**config.mk**
```make
export PLATFORM = sky130hd
export DESIGN_NAME = elevador_controle
export DESIGN_NICKNAME = d
export VERILOG_FILES = /design/src/rtl/elevador_pkg.sv /design/src/rtl/elevador_temporizador.sv /design/src/rtl/elevador_controle.sv
export SDC_FILE = /design/constraint.sdc
export NUM_CORES = 1
export LEC_CHECK = 0
export ABC_AREA = 1
export CORE_MARGIN = 2
export CORE_UTILIZATION = 28
export DETAILED_ROUTE_END_ITERATION = 8
export GPL_ROUTABILITY_DRIVEN = 0
export PLACE_DENSITY = 0.53
export SLEW_MARGIN = 10
export SYNTH_ARGS = -nofsm -noshare
export SYNTH_HDL_FRONTEND = slang
export SYNTH_SLANG_ARGS = --single-unit
```
**constraint.sdc**
```tcl
create_clock -name clk -period 5.6 [get_ports clk]
set_clock_uncertainty 0.05 [all_clocks]
set_input_delay 1.4 -clock clk [delete_from_list [all_inputs] [get_ports clk]]
set_output_delay 1.4 -clock clk [all_outputs]
set_load 0.02 [all_outputs]
```
**src/rtl/elevador_pkg.sv**
```systemverilog
// Shared types and helpers for the 4-floor elevator controller.
// Floor codes, FSM states, travel direction and masks for calls above or below a floor.
package elevador_pkg;

  localparam int N_ANDARES = 4;

  localparam logic [1:0] ANDAR_T = 2'd0;
  localparam logic [1:0] ANDAR_1 = 2'd1;
  localparam logic [1:0] ANDAR_2 = 2'd2;
  localparam logic [1:0] ANDAR_3 = 2'd3;

  typedef enum logic [2:0] {
    PARADO,
    SUBINDO,
    DESCENDO,
    PORTA_ABERTA,
    PORTA_FECHANDO
  } estado_t;

  typedef enum logic {
    SOBE,
    DESCE
  } dir_t;

  // Bits strictly above the given floor.
  function automatic logic [N_ANDARES-1:0] mascaraAcima(input logic [1:0] andarRef);
    logic [N_ANDARES-1:0] m;
    m = '0;
    for (int i = 0; i < N_ANDARES; i++) m[i] = (i > int'(andarRef));
    return m;
  endfunction

  // Bits strictly below the given floor.
  function automatic logic [N_ANDARES-1:0] mascaraAbaixo(input logic [1:0] andarRef);
    logic [N_ANDARES-1:0] m;
    m = '0;
    for (int i = 0; i < N_ANDARES; i++) m[i] = (i < int'(andarRef));
    return m;
  endfunction

endpackage

```
**src/rtl/elevador_temporizador.sv**
```systemverilog
// Loadable down-counter shared by the travel and door phases.
// fim flags the last cycle of a loaded interval (count equals 1).
module elevador_temporizador #(
  parameter int LARGURA = 3
) (
  input  logic               clk,
  input  logic               rst_n,
  input  logic               carga,
  input  logic [LARGURA-1:0] valor,
  output logic               fim
);

  logic [LARGURA-1:0] contagem;

  always_ff @(posedge clk or negedge rst_n) begin
    if (!rst_n) begin
      contagem <= '0;
    end else if (carga) begin
      contagem <= valor;
    end else if (contagem != '0) begin
      contagem <= contagem - 1'b1;
    end
  end

  assign fim = (contagem == LARGURA'(1));

endmodule

```
**src/rtl/elevador_controle.sv**
```systemverilog
// Elevator car controller: latched calls, floor register, SCAN direction policy
// and Moore one-hot motor/door commands with timed travel and door phases.
module elevador_controle
  import elevador_pkg::*;
#(
  parameter int N_ANDARES = elevador_pkg::N_ANDARES,
  parameter int T_VIAGEM  = 4,
  parameter int T_PORTA   = 3,
  parameter int T_FECHA   = 2
) (
  input  logic                 clk,
  input  logic                 rst_n,
  input  logic [N_ANDARES-1:0] chamadas,
  output logic [1:0]           andar,
  output logic [N_ANDARES-1:0] pendentes,
  output logic                 Su,
  output logic                 De,
  output logic                 PA,
  output logic                 PF
);

  localparam int T_MAX_VP = (T_VIAGEM > T_PORTA) ? T_VIAGEM : T_PORTA;
  localparam int T_MAX    = (T_MAX_VP > T_FECHA) ? T_MAX_VP : T_FECHA;
  localparam int LARGURA  = $clog2(T_MAX + 1);

  estado_t estado, proxEstado;
  dir_t    dir, proxDir;
  logic [1:0]           proxAndar;
  logic [N_ANDARES-1:0] proxPendentes, pendAgora, bitAndar, bitNovo, limpa, ignora;
  logic                 acima, abaixo, carga, fim;
  logic [LARGURA-1:0]   valor;

  elevador_temporizador #(.LARGURA(LARGURA)) uTemporizador (
    .clk  (clk),
    .rst_n(rst_n),
    .carga(carga),
    .valor(valor),
    .fim  (fim)
  );

  always_ff @(posedge clk or negedge rst_n) begin
    if (!rst_n) begin
      estado    <= PARADO;
      andar     <= ANDAR_T;
      pendentes <= '0;
      dir       <= SOBE;
    end else begin
      estado    <= proxEstado;
      andar     <= proxAndar;
      pendentes <= proxPendentes;
      dir       <= proxDir;
    end
  end

  // Arrival decisions also see calls arriving in the same cycle; PARADO only sees latched ones.
  always_comb begin
    proxEstado = estado;
    proxAndar  = andar;
    proxDir    = dir;
    carga      = 1'b0;
    valor      = '0;
    limpa      = '0;
    ignora     = '0;
    bitNovo    = '0;
    pendAgora  = pendentes | chamadas;
    bitAndar   = N_ANDARES'(1) << andar;
    acima      = |(pendentes & mascaraAcima(andar));
    abaixo     = |(pendentes & mascaraAbaixo(andar));

    case (estado)
      PARADO: begin
        if (|(pendentes & bitAndar)) begin
          proxEstado = PORTA_ABERTA;
          limpa      = bitAndar;
          carga      = 1'b1;
          valor      = LARGURA'(T_PORTA);
        end else if (acima && (dir == SOBE || !abaixo)) begin
          proxEstado = SUBINDO;
          proxDir    = SOBE;
          carga      = 1'b1;
          valor      = LARGURA'(T_VIAGEM);
        end else if (abaixo) begin
          proxEstado = DESCENDO;
          proxDir    = DESCE;
          carga      = 1'b1;
          valor      = LARGURA'(T_VIAGEM);
        end
      end
      SUBINDO, DESCENDO: begin
        if (fim) begin
          proxAndar = (estado == SUBINDO) ? andar + 2'd1 : andar - 2'd1;
          bitNovo   = N_ANDARES'(1) << proxAndar;
          if (|(pendAgora & bitNovo)) begin
            proxEstado = PORTA_ABERTA;
            limpa      = bitNovo;
            carga      = 1'b1;
            valor      = LARGURA'(T_PORTA);
          end else if (|(pendAgora & ((estado == SUBINDO) ? mascaraAcima(proxAndar)
                                                          : mascaraAbaixo(proxAndar)))) begin
            carga = 1'b1;
            valor = LARGURA'(T_VIAGEM);
          end else begin
            proxEstado = PARADO;
          end
        end
      end
      PORTA_ABERTA: begin
        if (|(chamadas & bitAndar)) begin
          ignora = bitAndar;
          carga  = 1'b1;
          valor  = LARGURA'(T_PORTA);
        end else if (fim) begin
          proxEstado = PORTA_FECHANDO;
          carga      = 1'b1;
          valor      = LARGURA'(T_FECHA);
        end
      end
      PORTA_FECHANDO: begin
        if (|(chamadas & bitAndar)) begin
          ignora     = bitAndar;
          proxEstado = PORTA_ABERTA;
          carga      = 1'b1;
          valor      = LARGURA'(T_PORTA);
        end else if (fim) begin
          proxEstado = PARADO;
        end
      end
      default: proxEstado = PARADO;
    endcase

    proxPendentes = (pendentes | (chamadas & ~ignora)) & ~limpa;
  end

  assign Su = (estado == SUBINDO);
  assign De = (estado == DESCENDO);
  assign PA = (estado == PORTA_ABERTA);
  assign PF = (estado == PORTA_FECHANDO);

endmodule

```
==> results_dict.tcl, run 1 <==
set metrics [dict create \
    hold_start "dir" \
    ys.flop_type "dfrtp_1" \
    postCtsHoldBufs 0 \
    fillers 447 \
    drv_cap 0 \
    period_needed_ns 3.19 \
    yosys-top-cells-area "dfrtp_1 27%, nand2_1 18%, ha_1 9.3%" \
    tightest_slew_ns 0.629 \
    htreeDepth 1 \
    synthCells 181 \
    setup-violations-final 0 \
    hp-class "reg -> reg" \
    crit_type "reg -> out" \
    start_util 0.296 \
    netlist_area_mm2 0.00121 \
    synth_nets 196 \
    hold_ws_ns 0.435 \
    status "complete, no violations" \
    grt_pass1_vias 1122 \
    core_mm2 0.00409 \
    r2r_end "uTemporizador.contagem[1]" \
    crit_arrival_ns 1.74 \
    final_cell_mix "57 x nand2_1, 22 x inv_1, 19 x nand3_1, 15 x clkdlybuf4s50_1, 13 x dfrtp_1" \
    die_w_um 69.7 \
    cts_inserted_buffers 3 \
    critical_path.endpoint_type "output port" \
    timing.rr.start "andar[0]" \
    fin_nets 215 \
    avgSynthCellArea_um2 6.68 \
    hold_depth 2 \
    finalHoldViolCount 0 \
    drive_gt1_frac 0.111 \
    grt_pass1_wl_mm 5.31 \
    fin_crit_sh 0.570 \
    clock-root-buffer "clkbuf_8" \
    tns_ns 0 \
    synth_area_leader_cell "dfrtp_1" \
    crit_path_start_kind "register" \
    dp.final_hpwl_mm 2.47 \
    whs_endpoint "dir" \
    worstRegToRegCells 12 \
    ys_seq_elements 13 \
    synth.top_cell.area_share 0.269 \
    port_buffers 15 \
    die-height_um 69.7 \
    top_level_ports 16 \
    post_cts_buffers 0 \
    async_flop_share 1.00 \
    maxSlewViolCount 0 \
    antenna_left 0 \
    grt_usage 0.136 \
    ys_warn_count 0 \
    antenna_cells 0 \
    drt-initial-drc-count 61 \
    wl_mm 3.13 \
    synthDistinctLibCells 28 \
    num_rows 23 \
    final_common_cell "nand2_1" \
    cts_resized 0 \
    relSlewSlack 0.580 \
    area_growth_pct 20.7 \
    rsz0062_at_grt "no" \
    yosysSeqAreaShare 0.269 \
    r2r_slack_ns 3.13 \
    cts_tree "built" \
    synth-edff-count 0 \
    drc 0 \
    cts_max_path_buffers 2 \
    clock-sinks 13 \
    fmax_mhz 313 \
    wl_per_cell_um 12.6 \
    required_ns 4.15 \
    clk_pin_slew_ns 0.06 \
    via_count 1239 \
    drt_pre_antenna_iters 4 \
    antenna_found_initial 0 \
    grt-ovfl-total 0 \
    clk_latency_ns 0.25 \
    die-area_mm2 0.00486 \
    crit_fanout 9 \
    grt_max_degree 14 \
    viasPerCell 4.98 \
]
## layout make-up
type | count | area [um2] | area share
inverter | 27 | 101 | 0.0695
clock buffer | 4 | 45.0 | 0.0309
tap | 50 | 62.6 | 0.0429
sequential | 13 | 325 | 0.223
multi-input combinational | 140 | 774 | 0.531
timing repair buffer | 15 | 150 | 0.103
## per-stage QoR
step,cell area (um2),instances,worst slack (ns),utilization
floorplan,1210,181,3.06,-
global placement,1410,245,2.37,0.346
detailed placement,1410,245,2.42,0.346
CTS,1460,249,2.39,0.357
global route,1460,249,2.33,0.357
finish,1460,249,2.41,0.357
## registers in the layout, summed over array words and instances (netlist names)
register,flops
pendentes,4
estado,3
uTemporizador.contagem,3
andar,2
dir,1
## cells in the mapped netlist (all sizes together), types with 3 or more instances
| cell type | instances |
|---|---|
| o31ai | 3 |
| dfrtp | 13 |
| nor2 | 14 |
| nand3 | 20 |
| inv | 27 |
| ha | 9 |
| nand4 | 6 |
| nand2 | 59 |
| or2 | 3 |
| nor3 | 6 |
| o21ai | 6 |
## logic make-up (layout without fill, tap and decap cells)
family                   count (synthesis)  after routing  synth area share
AO/OA/AOI/OAI                           20             20             0.116
XOR/XNOR                                 2              2            0.0145
adder cells (fa/ha/maj)                  9              9            0.0932
buffers and inverters                   28             46            0.0901
flip-flops                              13             13             0.269
AND/OR/NAND/NOR                        109            109             0.417
## critical path, cell delays in order (launching register included)
cell and delay [ns]:
dfrtp_1 0.50, inv_1 0.09, nand3_1 0.13, inv_1 0.14
clkdlybuf4s50_1 0.63
## routing by layer
layer  global-route usage  part of all wire
met1                0.191              0.49
met2                0.212              0.44
met3               0.0349             0.061
met4               0.0256            0.0061
met5                    0                 0
## how the worst max path moves through the flow
stage           startpoint                         to  slack [ns]  cells after the start
2_1_floorplan  chamadas[3]                  estado[1]        3.06                     11
3_3_place_gp   chamadas[2]  uTemporizador.contagem[1]        2.37                     11
3_5_place_dp   chamadas[2]  uTemporizador.contagem[1]        2.42                     11
4_1_cts          estado[0]                         PA        2.39                      3
5_1_grt          estado[0]                         PA        2.33                      3
6_report         estado[0]                         PF        2.41                      4
Power of run 1 is left out: the tool's default activity adds up to more than one toggle a clock period on the data nets, which glitch-free logic cannot reach.
==> run 2, diff against run 1 <==
- PLACE_DENSITY: 0.53 -> 0.55
- clock period: 5.6 -> 2.59 ns (I/O delays scaled with it)
==> results_dict.tcl, run 2 (synthesis gave the netlist of run 1 again) <==
set metrics [dict create \
    viasPerCell 4.80 \
    clock-sinks 13 \
    worstRegToRegCells 12 \
    rsz0062_at_grt "no" \
    wl_per_cell_um 13.0 \
    drc 0 \
    port_buffers 15 \
    crit_family "buffers and inverters" \
    drt_pre_antenna_iters 4 \
    grt_max_degree 14 \
    cts_resized 0 \
    timing.rr.start "andar[1]" \
    grt-ovfl-total 0 \
    drive_gt1_frac 0.115 \
    core_mm2 0.00409 \
    post_cts_buffers 0 \
    area_growth_pct 21.3 \
    r2r_slack_ns 0.34 \
    crit_start "estado[0]" \
    final_cell_mix "57 x nand2_1, 22 x inv_1, 19 x nand3_1, 15 x clkdlybuf4s50_1, 13 x dfrtp_1" \
    drv_cap 0 \
    drt-initial-drc-count 89 \
    top_level_ports 16 \
    clock-root-buffer "clkbuf_8" \
    die-height_um 69.7 \
    finalHoldViolCount 0 \
    worstSetupPathDepth 3 \
    fillers 469 \
    required_ns 1.89 \
    setup-violations-final 0 \
    cts_tree "built" \
    largestRegisters "pendentes: 4 flops, estado: 3 flops, uTemporizador.contagem: 3 flops" \
    fmax_mhz 404 \
    grt_pass1_wl_mm 5.54 \
    die_w_um 69.7 \
    cp_slowest_stage_delay_ns 0.61 \
    cts_inserted_buffers 3 \
    antenna_left 0 \
    tns_ns 0 \
    htreeDepth 1 \
    start_util 0.296 \
    r2r_end "uTemporizador.contagem[1]" \
    clk_latency_ns 0.25 \
    hp-class "reg -> reg" \
    cts_max_path_buffers 2 \
    clk_pin_slew_ns 0.06 \
    endpoint "PA" \
    hold_depth 2 \
    antenna_found_initial 0 \
    status "complete, no violations" \
    crit_fanout 9 \
    regMostFlops "pendentes" \
    dp.final_hpwl_mm 2.50 \
    largest_register_ffs 4 \
    period_needed_ns 2.47 \
    crit_type "reg -> out" \
    wl_mm 3.24 \
    final_common_cell "nand2_1" \
    fin_nets 216 \
    grt_usage 0.143 \
    grt_pass1_vias 1108 \
    maxSlewViolCount 0 \
    via_count 1200 \
    fin_crit_sh 0.955 \
    postCtsHoldBufs 0 \
    antenna_cells 0 \
    crit_path_start_kind "register" \
    tightest_slew_ns 0.695 \
    path_cells "nand3_1 -> inv_2 -> clkdlybuf4s50_1" \
    crit_arrival_ns 1.78 \
    die-area_mm2 0.00486 \
    crit_buf_inv 2 \
    num_rows 23 \
    relSlewSlack 0.535 \
    slowest_stage "clkdlybuf4s50_1" \
    critical_path.endpoint_type "output port" \
]
[run 2: cell count changes in the layout (fill, tap and decap cells not counted), sizes merged]
cell  before  now
buf        0    1
[run 2: final cells by class]
class                   count  area (um2)  area share
inverters                  27         101      0.0691
multi-input cells         140         774       0.528
clock buffers               4        45.0      0.0307
flip-flops and latches     13         325       0.222
repair buffers             16         158       0.108
well taps                  50        62.6      0.0427
[run 2: worst min path at each step]
stage                     start  endpoint
after floorplan           rst_n  andar[0]
after detailed placement    dir       dir
final                       dir       dir
after CTS                   dir       dir
after global placement      dir       dir
after global routing        dir       dir
[run 2: metrics by stage]
step | cell area [um2] | instances | worst slack, ns | utilization | hold slack, ns
6_report | 1470 | 250 | 0.117 | 0.359 | 0.442
5_1_grt | 1470 | 250 | 0.0120 | 0.359 | 0.476
4_1_cts | 1470 | 250 | 0.116 | 0.359 | 0.443
3_5_place_dp | 1420 | 246 | 0.124 | 0.348 | 0.428
3_3_place_gp | 1420 | 246 | 0.110 | 0.348 | 0.437
2_1_floorplan | 1210 | 181 | 0.433 | - | 0.302
[run 2: worst min-delay path, delay by kind of cell (launching register included)]
kind / cells / cell delay [ns]
flip-flops: 1 / 0.35
AO/OA/AOI/OAI: 1 / 0.05
AND/OR/NAND/NOR: 1 / 0.06
[run 2: metal layers]
metal	part of all wire	up-vias	wire [um]	track usage
met5	0	-	0	0
met4	0.0059	0	19	0.0321
met3	0.054	2	175	0.0334
met2	0.44	34	1420	0.212
met1	0.50	527	1630	0.209
li1	-	637	-	-
Power of run 2 is left out for the same reason.
==> run 3, diff against run 2 <==
- PLACE_DENSITY: 0.55 -> 0.53
- clock period: 2.59 -> 3.05 ns (I/O delays scaled with it)
==> results_dict.tcl, run 3 (synthesis gave the netlist of run 1 again) <==
set metrics [dict create \
    crit_path_start_kind "register" \
    required_ns 2.24 \
    area_growth_pct 21.3 \
    hold_start "dir" \
    cts_resized 0 \
    tightest_slew_ns 0.661 \
    stdcell_area_mm2 0.00147 \
    status "complete, no violations" \
    wl_per_cell_um 12.9 \
    dp.final_hpwl_mm 2.55 \
    crit_arrival_ns 1.77 \
    regMostFlops "pendentes" \
    core_mm2 0.00409 \
    final_cell_mix "57 x nand2_1, 22 x inv_1, 19 x nand3_1, 15 x clkdlybuf4s50_1, 13 x dfrtp_1" \
    drive_gt1_frac 0.115 \
    clock-sinks 13 \
    hold_depth 2 \
    post_cts_buffers 0 \
    fmax_mhz 387 \
    drc 0 \
    htreeDepth 1 \
    critical_path.endpoint_type "output port" \
    hp-class "reg -> reg" \
    maxSlewViolCount 0 \
    start_util 0.296 \
    cts_max_path_buffers 2 \
    largestRegisters "pendentes: 4 flops, estado: 3 flops, uTemporizador.contagem: 3 flops" \
    largest_register_ffs 4 \
    grt-ovfl-total 0 \
    antenna_found_initial 0 \
    setup-violations-final 0 \
    r2r_end "uTemporizador.contagem[1]" \
    tns_ns 0 \
    cts_tree "built" \
    clk_pin_slew_ns 0.06 \
    r2r_slack_ns 0.85 \
    crit_fanout 9 \
    via_count 1243 \
    fin_nets 216 \
    wl_mm 3.23 \
    finalWorstSetupSlack_ns 0.463 \
    clk_latency_ns 0.25 \
    grt_max_degree 14 \
    grt_usage 0.138 \
    die_w_um 69.7 \
    die-height_um 69.7 \
    place_area_mm2 0.00142 \
    viasPerCell 4.97 \
    worstRegToRegCells 12 \
    crit_type "reg -> out" \
    top_level_ports 16 \
    drv_cap 0 \
    pre_cts_ws_ns 0.501 \
    rsz0062_at_grt "no" \
    num_rows 23 \
    clock-root-buffer "clkbuf_8" \
    fin_crit_sh 0.848 \
    cts_inserted_buffers 3 \
    antenna_left 0 \
    grt_pass1_wl_mm 5.38 \
    port_buffers 15 \
    dp_cells 246 \
    timing.rr.start "andar[1]" \
    die-area_mm2 0.00486 \
    finalNonFillerCells 250 \
    finalHoldViolCount 0 \
    period_needed_ns 2.59 \
    endpoint "PA" \
    antenna_cells 0 \
    grt_pass1_vias 1113 \
    final_common_cell "nand2_1" \
    postCtsHoldBufs 0 \
    crit_start "estado[0]" \
    drt-initial-drc-count 83 \
    drt_pre_antenna_iters 4 \
    relSlewSlack 0.558 \
]
[run 3: cell counts in the layout (fill, tap and decap cells not counted)]
No cell type changed its count.
[run 3: critical path, cell delays in order (launching register included)]
cell and delay (ns):
dfrtp_1 0.56, nand3_1 0.22, inv_2 0.14, clkdlybuf4s50_1 0.61
[run 3: metal layers]
| layer | vias up | global-route usage | part of all wire |
|---|---|---|---|
| met1 | 574 | 0.195 | 0.50 |
| met3 | 4 | 0.0363 | 0.050 |
| met2 | 25 | 0.212 | 0.44 |
| met4 | 0 | 0.0256 | 0.0074 |
| met5 | - | 0 | 0 |
| li1 | 640 | - | - |
[run 3: area by class of cell]
type                       instances  area (um2)
multi-input combinational        140         774
timing repair buffer              16         158
tap                               50        62.6
inverter                          27         101
clock buffer                       4        45.0
fill                             456        2620
sequential                        13         325
[run 3: how the worst min path moves through the flow]
stage / end
finish: dir
global route: dir
CTS: dir
detailed placement: dir
global placement: dir
floorplan: dir
[run 3: stage by stage]
stage / hold WS, ns / utilization
floorplan: 0.401 / -
global placement: 0.440 / 0.348
detailed placement: 0.443 / 0.348
CTS: 0.459 / 0.359
global route: 0.497 / 0.359
finish: 0.452 / 0.359
Power of run 3 is left out for the same reason.
